==> src/rtl/median_binarize_pkg.sv <==
// Shared definitions for the median/binarize stage and the convolution stage
// that reads its output: image geometry, FSM encoding, 3x3 neighbour table and
// border predicates.
package median_binarize_pkg;

  localparam int IMG_LOG2 = 7;
  localparam int PIX_W    = 8;
  localparam int NB_CNT   = 9;

  typedef enum logic [1:0] {
    S_IDLE   = 2'd0,
    S_FETCH  = 2'd1,
    S_WRITE  = 2'd2,
    S_FINISH = 2'd3
  } state_e;

  // Column offset of neighbour k (row-major scan of the 3x3 window).
  function automatic int nb_dx(input logic [3:0] k);
    case (k)
      4'd0, 4'd3, 4'd6: nb_dx = -1;
      4'd1, 4'd4, 4'd7: nb_dx = 0;
      default:          nb_dx = 1;
    endcase
  endfunction

  // Row offset of neighbour k.
  function automatic int nb_dy(input logic [3:0] k);
    case (k)
      4'd0, 4'd1, 4'd2: nb_dy = -1;
      4'd3, 4'd4, 4'd5: nb_dy = 0;
      default:          nb_dy = 1;
    endcase
  endfunction

  // True when coordinate c shifted by d stays inside an n-wide axis.
  function automatic logic nb_inside(input int c, input int d, input int n);
    nb_inside = ((c + d) >= 0) && ((c + d) < n);
  endfunction

endpackage

==> src/rtl/median9_sort.sv <==
// Nine-entry ascending register array. Each insert places the new sample in
// order and drops the current largest entry, so after nine inserts on a
// preloaded all-ones array it holds exactly the nine samples.
module median9_sort #(
  parameter int PIX_W = 8
) (
  input  logic             clk,
  input  logic             reset,
  input  logic             i_clear,
  input  logic             i_insert,
  input  logic [PIX_W-1:0] i_din,
  output logic [PIX_W-1:0] o_med_ins
);

  logic [8:0][PIX_W-1:0] r_s;
  logic [8:0][PIX_W-1:0] w_ins;

  // Next array contents if i_din is inserted this cycle.
  always_comb begin
    w_ins    = r_s;
    w_ins[0] = (r_s[0] <= i_din) ? r_s[0] : i_din;
    for (int i = 1; i < 9; i++) begin
      if (r_s[i] <= i_din)        w_ins[i] = r_s[i];
      else if (r_s[i-1] <= i_din) w_ins[i] = i_din;
      else                        w_ins[i] = r_s[i-1];
    end
  end

  // Preload with all-ones per pixel, otherwise insert on request.
  always_ff @(posedge clk or negedge reset) begin
    if (!reset)        r_s <= '1;
    else if (i_clear)  r_s <= '1;
    else if (i_insert) r_s <= w_ins;
  end

  // Entry 4 as it will be after this cycle's insert; lets the final insert and
  // the registered binarized output share one edge.
  assign o_med_ins = w_ins[4];

endmodule

==> src/rtl/median_binarize.sv <==
// 3x3 zero-padded median filter plus threshold over a square grayscale image,
// one pixel every 11 cycles (10 FETCH + 1 WRITE).
module median_binarize #(
  parameter int IMG_LOG2 = median_binarize_pkg::IMG_LOG2,
  parameter int PIX_W    = median_binarize_pkg::PIX_W,
  parameter int THRESH   = 128
) (
  input  logic                  clk,
  input  logic                  reset,
  input  logic                  start,
  output logic [2*IMG_LOG2-1:0] m_addr,
  output logic                  m_rd,
  input  logic [PIX_W-1:0]      m_di,
  output logic [2*IMG_LOG2-1:0] b_addr,
  output logic                  b_wr,
  output logic                  b_do,
  output logic                  busy,
  output logic                  done
);

  import median_binarize_pkg::*;

  localparam int N  = 1 << IMG_LOG2;
  localparam int AW = 2 * IMG_LOG2;
  localparam logic [PIX_W-1:0] TH = PIX_W'(THRESH);

  state_e                r_state;
  logic [IMG_LOG2-1:0]   r_x, r_y;
  logic [3:0]            r_k;
  logic                  r_rd_d;
  logic [AW-1:0]         r_m_addr, r_b_addr;
  logic                  r_m_rd, r_b_wr, r_b_do, r_busy, r_done;

  logic [IMG_LOG2-1:0]   w_x_nxt, w_y_nxt, w_sx, w_sy;
  logic [3:0]            w_sk;
  logic [AW:0]           w_slot;
  logic                  w_srd, w_last;
  logic [PIX_W-1:0]      w_din, w_med_ins;
  logic                  w_clear, w_insert;

  // {inside, address} of neighbour ck around pixel (cx, cy).
  function automatic logic [AW:0] slot(input logic [IMG_LOG2-1:0] cx,
                                       input logic [IMG_LOG2-1:0] cy,
                                       input logic [3:0]          ck);
    int dx, dy;
    logic in;
    dx = nb_dx(ck);
    dy = nb_dy(ck);
    in = nb_inside(int'(cx), dx, N) && nb_inside(int'(cy), dy, N);
    slot = {in, IMG_LOG2'(int'(cy) + dy), IMG_LOG2'(int'(cx) + dx)};
  endfunction

  assign w_x_nxt = r_x + 1'b1;
  assign w_y_nxt = (&r_x) ? r_y + 1'b1 : r_y;
  assign w_last  = (&r_x) && (&r_y);

  // Pick which slot the read strobe registered at this edge belongs to.
  always_comb begin
    w_sx = r_x;
    w_sy = r_y;
    w_sk = r_k + 4'd1;
    case (r_state)
      S_IDLE:  begin w_sx = '0;      w_sy = '0;      w_sk = '0; end
      S_WRITE: begin w_sx = w_x_nxt; w_sy = w_y_nxt; w_sk = '0; end
      default: ;
    endcase
  end

  assign w_slot = slot(w_sx, w_sy, w_sk);
  assign w_srd  = w_slot[AW] && (w_sk < 4'd9);

  // Read data lands one cycle after the strobe; padding slots contribute 0.
  assign w_din    = r_rd_d ? m_di : '0;
  assign w_clear  = (r_state == S_FETCH) && (r_k == 4'd0);
  assign w_insert = (r_state == S_FETCH) && (r_k != 4'd0);

  median9_sort #(.PIX_W(PIX_W)) u_sort (
    .clk       (clk),
    .reset     (reset),
    .i_clear   (w_clear),
    .i_insert  (w_insert),
    .i_din     (w_din),
    .o_med_ins (w_med_ins)
  );

  // Frame FSM, coordinate counters and all registered outputs.
  always_ff @(posedge clk or negedge reset) begin
    if (!reset) begin
      r_state  <= S_IDLE;
      r_x      <= '0;
      r_y      <= '0;
      r_k      <= '0;
      r_rd_d   <= 1'b0;
      r_m_addr <= '0;
      r_m_rd   <= 1'b0;
      r_b_addr <= '0;
      r_b_wr   <= 1'b0;
      r_b_do   <= 1'b0;
      r_busy   <= 1'b0;
      r_done   <= 1'b0;
    end else begin
      r_rd_d <= r_m_rd;
      case (r_state)
        S_IDLE: begin
          if (start) begin
            r_state <= S_FETCH;
            r_x     <= '0;
            r_y     <= '0;
            r_k     <= '0;
            r_busy  <= 1'b1;
            r_done  <= 1'b0;
            r_m_rd  <= w_srd;
            if (w_srd) r_m_addr <= w_slot[AW-1:0];
          end
        end
        S_FETCH: begin
          if (r_k == 4'd9) begin
            r_state  <= S_WRITE;
            r_m_rd   <= 1'b0;
            r_b_wr   <= 1'b1;
            r_b_addr <= {r_y, r_x};
            r_b_do   <= (w_med_ins >= TH);
          end else begin
            r_k    <= r_k + 4'd1;
            r_m_rd <= w_srd;
            if (w_srd) r_m_addr <= w_slot[AW-1:0];
          end
        end
        S_WRITE: begin
          r_b_wr <= 1'b0;
          if (w_last) begin
            r_state <= S_FINISH;
            r_busy  <= 1'b0;
            r_done  <= 1'b1;
          end else begin
            r_state <= S_FETCH;
            r_x     <= w_x_nxt;
            r_y     <= w_y_nxt;
            r_k     <= '0;
            r_m_rd  <= w_srd;
            if (w_srd) r_m_addr <= w_slot[AW-1:0];
          end
        end
        default: r_state <= S_IDLE;
      endcase
    end
  end

  assign m_addr = r_m_addr;
  assign m_rd   = r_m_rd;
  assign b_addr = r_b_addr;
  assign b_wr   = r_b_wr;
  assign b_do   = r_b_do;
  assign busy   = r_busy;
  assign done   = r_done;

endmodule
==> config.mk <==
export PLATFORM = sky130hd
export DESIGN_NAME = median_binarize
export DESIGN_NICKNAME = d
export VERILOG_FILES = /design/src/rtl/median_binarize_pkg.sv /design/src/rtl/median9_sort.sv /design/src/rtl/median_binarize.sv
export SDC_FILE = /design/constraint.sdc
export NUM_CORES = 1
export LEC_CHECK = 0
export CORE_MARGIN = 5
export CORE_UTILIZATION = 40
export DETAILED_ROUTE_END_ITERATION = 6
export GPL_ROUTABILITY_DRIVEN = 0
export PLACE_DENSITY_LB_ADDON = 0.05
export SLEW_MARGIN = 40
export SYNTH_ARGS = -nofsm -noshare
export SYNTH_HDL_FRONTEND = slang
export SYNTH_SLANG_ARGS = --single-unit
==> constraint.sdc <==
create_clock -name clk -period 14.6 [get_ports clk]
set_input_delay 1.46 -clock clk [delete_from_list [all_inputs] [get_ports clk]]
set_output_delay 1.46 -clock clk [all_outputs]
set_load 0.1 [all_outputs]
==> results.toml <==
[yosys]
synth-xor-area-share_pct = 1.56
synthTopCellsByArea = "dfrtp_1 20%, dfstp_2 16%, ha_1 14%"
synth_most_common_cell = "ha_1"
syn_area_per_cell_um2 = 10.1
synth_top_family_by_area = "compound AO/OA/AOI/OAI gates"
yosysUniqueCellTypes = 74
synth_top_area_cell = "dfrtp_1"
synthFlopType = "dfrtp_1"
ys_ff_latch = 94
synth_top_area_share_pct = 20.3
synth_adder_area_share_pct = 15.1
seq_area_frac_synth_pct = 36.1
yosys.area_share.simple_pct = 13.5
synth_edf_count = 0
async_reset_ff_share_pct = 100
syn-instance-count = 661
synth.area.mux_share_pct = 10.7
netlist_area_um2 = 6660
synth_compound_area_share_pct = 19.2
synth_nets = 751
synth_common_cells = "77 x ha_1, 54 x dfrtp_1, 48 x nand2_1"
yosysWarnings = 0

[drt]
drtIter0Drc = 289
drc = 0
wl_per_cell_um = 17.6
ant_nets = 0
vias = 5098
viasPerCell = 5.57
firstDrtPassIters = 5
routed_wl_um = 16100

[timing]
fin_crit_sh_pct = 38.9
fin_crit_ns = 5.68
setup_slack_ns = 8.92
fin_tns_setup_ns = 0
maxSlewHeadroom_pct = 52.7
finalHoldViolations = 0
clock.fmax_ghz = 0.176
grt_setup_unrepaired = "no"
setup_viol = 0
worst_clock_skew_ns = 0.00951
slew_viol_final = 0
tightest_slew_ns = 0.700

[cts]
clkLatencyLatePin_ns = 0.35
cts_resized = 0
hold_buffers = 0
cts_tree = "built"
ctsHtreeMaxLevel = 3
cts-root-buf = "clkbuf_16"
cts_made_buffers = 9
post-cts-setup-buffers = 0
clk_pin_slew_ns = 0.07
cts_buffer_depth = 2
clkSinkCount = 94

[global_routing]
grt_pass1_wl_um = 26900
grt_use_total_pct = 17.1
antenna_found_initial = 0
grt_max_degree = 65
overflow = 0
first_global_vias = 5207

[setup_path]
crit_arrival_ns = 5.91
criticalPathCategory = "flip-flop to flip-flop"
cp_top_family = "simple AND/OR/NAND/NOR gates"
r2r-start = "r_k[0]"
reg2reg_slack_ns = 8.92
slowest_delay_ns = 0.57
cp_slowest_cell = "dfrtp_1"
worstSetupStartpoint = "r_k[0]"
path_cells = "inv_1, ha_1, xnor2_1, mux2_4, o21ai_4, inv_1, fa_1, nor2b_1, o31a_1, o21ai_0, nand2b_1, a21oi_1, or2_2, ha_1, nand4b_1, or4_4, nor3_4, nand4_4, mux2_4"
critPathLaunchType = "flip-flop"
endpoint_kind = "flip-flop"
crit_fanout = 20
required_ns = 14.84
path_buf_inv = 2

[floorplan]
dieArea_um2 = 19300
die_y_um = 139
start_util_pct = 40.4
core_um2 = 16500
dieWidth_um = 139
io_pins = 44
rows = 47

[power_and_ir_drop]
ir_worst_vdd_mv = 0.0600
power_density_nw_per_um2 = 130
p_leak_nw = 3.14

[layout]
multiInputGateArea_um2 = 4010
fillers = 1600
areaGrowthSynthToFinish_pct = 11.4
layout.area.seq_um2 = 2400
drive_gt1_share_pct = 20.3
num_antenna_cells = 0
fin_nets = 781

[worst_hold_path]
hold_path.class = "flip-flop to flip-flop"
min_from = "b_do"

[placed_design]
dp_hpwl_um = 12200
post-place-ws_ns = 8.93
place.port_buffers = 43

[run]
maxCapViolations = 0

[outcome]
status = "completed"
==> stage by stage <==
stage,area [um2],hold slack (ns),utilization [%],total power [mW],instances
after CTS,7410,0.507,45.0,0.974,916
after floorplan,6660,0.486,-,0.636,661
after global routing,7410,0.516,45.0,1.03,916
after global placement,7240,0.491,44.0,0.696,900
final,7410,0.499,45.0,0.965,916
after detailed placement,7080,0.487,43.0,0.709,900
==> where the power goes <==
group	internal, mW	switching, mW	total, mW	leakage (nW)
clock	0.155	0.107	0.262	0.156
combinational	0.151	0.157	0.308	1.95
sequential	0.348	0.0479	0.396	1.03
total	0.654	0.311	0.965	3.14
==> final timing paths <==
check | cells past startpoint | to
max in group asynchronous | 2 | r_state[0]
hold reg to reg | 1 | b_do
min in group asynchronous | 1 | m_addr[8]
setup reg to reg | 19 | m_addr[6]
setup / recovery | 19 | m_addr[6]
hold / removal | 1 | b_do
==> state kept, by name (all words and copies together) (netlist names) <==
signal	count
u_sort.r_s	40
b_addr	14
m_addr	14
r_x	7
r_y	7
r_k	4
r_state	2
b_do	1
b_wr	1
busy	1
done	1
m_rd	1
r_rd_d	1
==> layout make-up <==
class	count	share of cell area, %
multi-input cells	510	54.1
well taps	220	3.71
clock inverters	5	1.10
repair buffers	45	3.80
clock buffers	11	3.27
inverters	31	1.57
flip-flops and latches	94	32.4
==> cells in the final DEF, fill, tap and decap left out, types with 6 or more instances in the layout <==
cell type | Yosys | layout
o22ai_1 | 7 | 7
ha_1 | 77 | 77
clkbuf_16 | 0 | 9
buf_2 | 5 | 33
o21ai_0 | 33 | 33
a2bb2oi_1 | 38 | 38
nor2_1 | 43 | 42
mux2_2 | 19 | 19
o21ai_1 | 8 | 8
nand2_1 | 48 | 48
nor3_1 | 12 | 11
nand2b_1 | 8 | 8
xnor2_1 | 6 | 6
mux2_4 | 9 | 9
nand3_1 | 16 | 16
a21oi_1 | 35 | 34
a21o_1 | 10 | 10
mux2i_1 | 36 | 36
clkdlybuf4s50_1 | 0 | 9
nand4_1 | 10 | 10
and2_1 | 10 | 10
dfstp_2 | 40 | 40
a211oi_1 | 6 | 6
dfrtp_1 | 54 | 53
inv_1 | 29 | 29
==> cells by family (layout without fill, tap and decap cells) <==
group	count (synthesis)	count (layout)
muxes	64	64
buffers and inverters	57	92
DFF	94	94
and+or+nand+nor	176	176
adders and majority gates	79	79
xor gates and xnor gates	11	11
AOI/OAI and AO/OA	180	180
==> routing by layer <==
metal	up-vias	GRT usage (%)	part of all wire, %	wire [um]
met4	0	6.28	2.5	397
li1	2516	-	-	-
met2	86	30.1	51	8200
met5	-	0	0	0
met1	2468	21.3	44	7140
met3	28	2.48	2.3	363
Note: power is estimated with default switching activity, not from simulation.
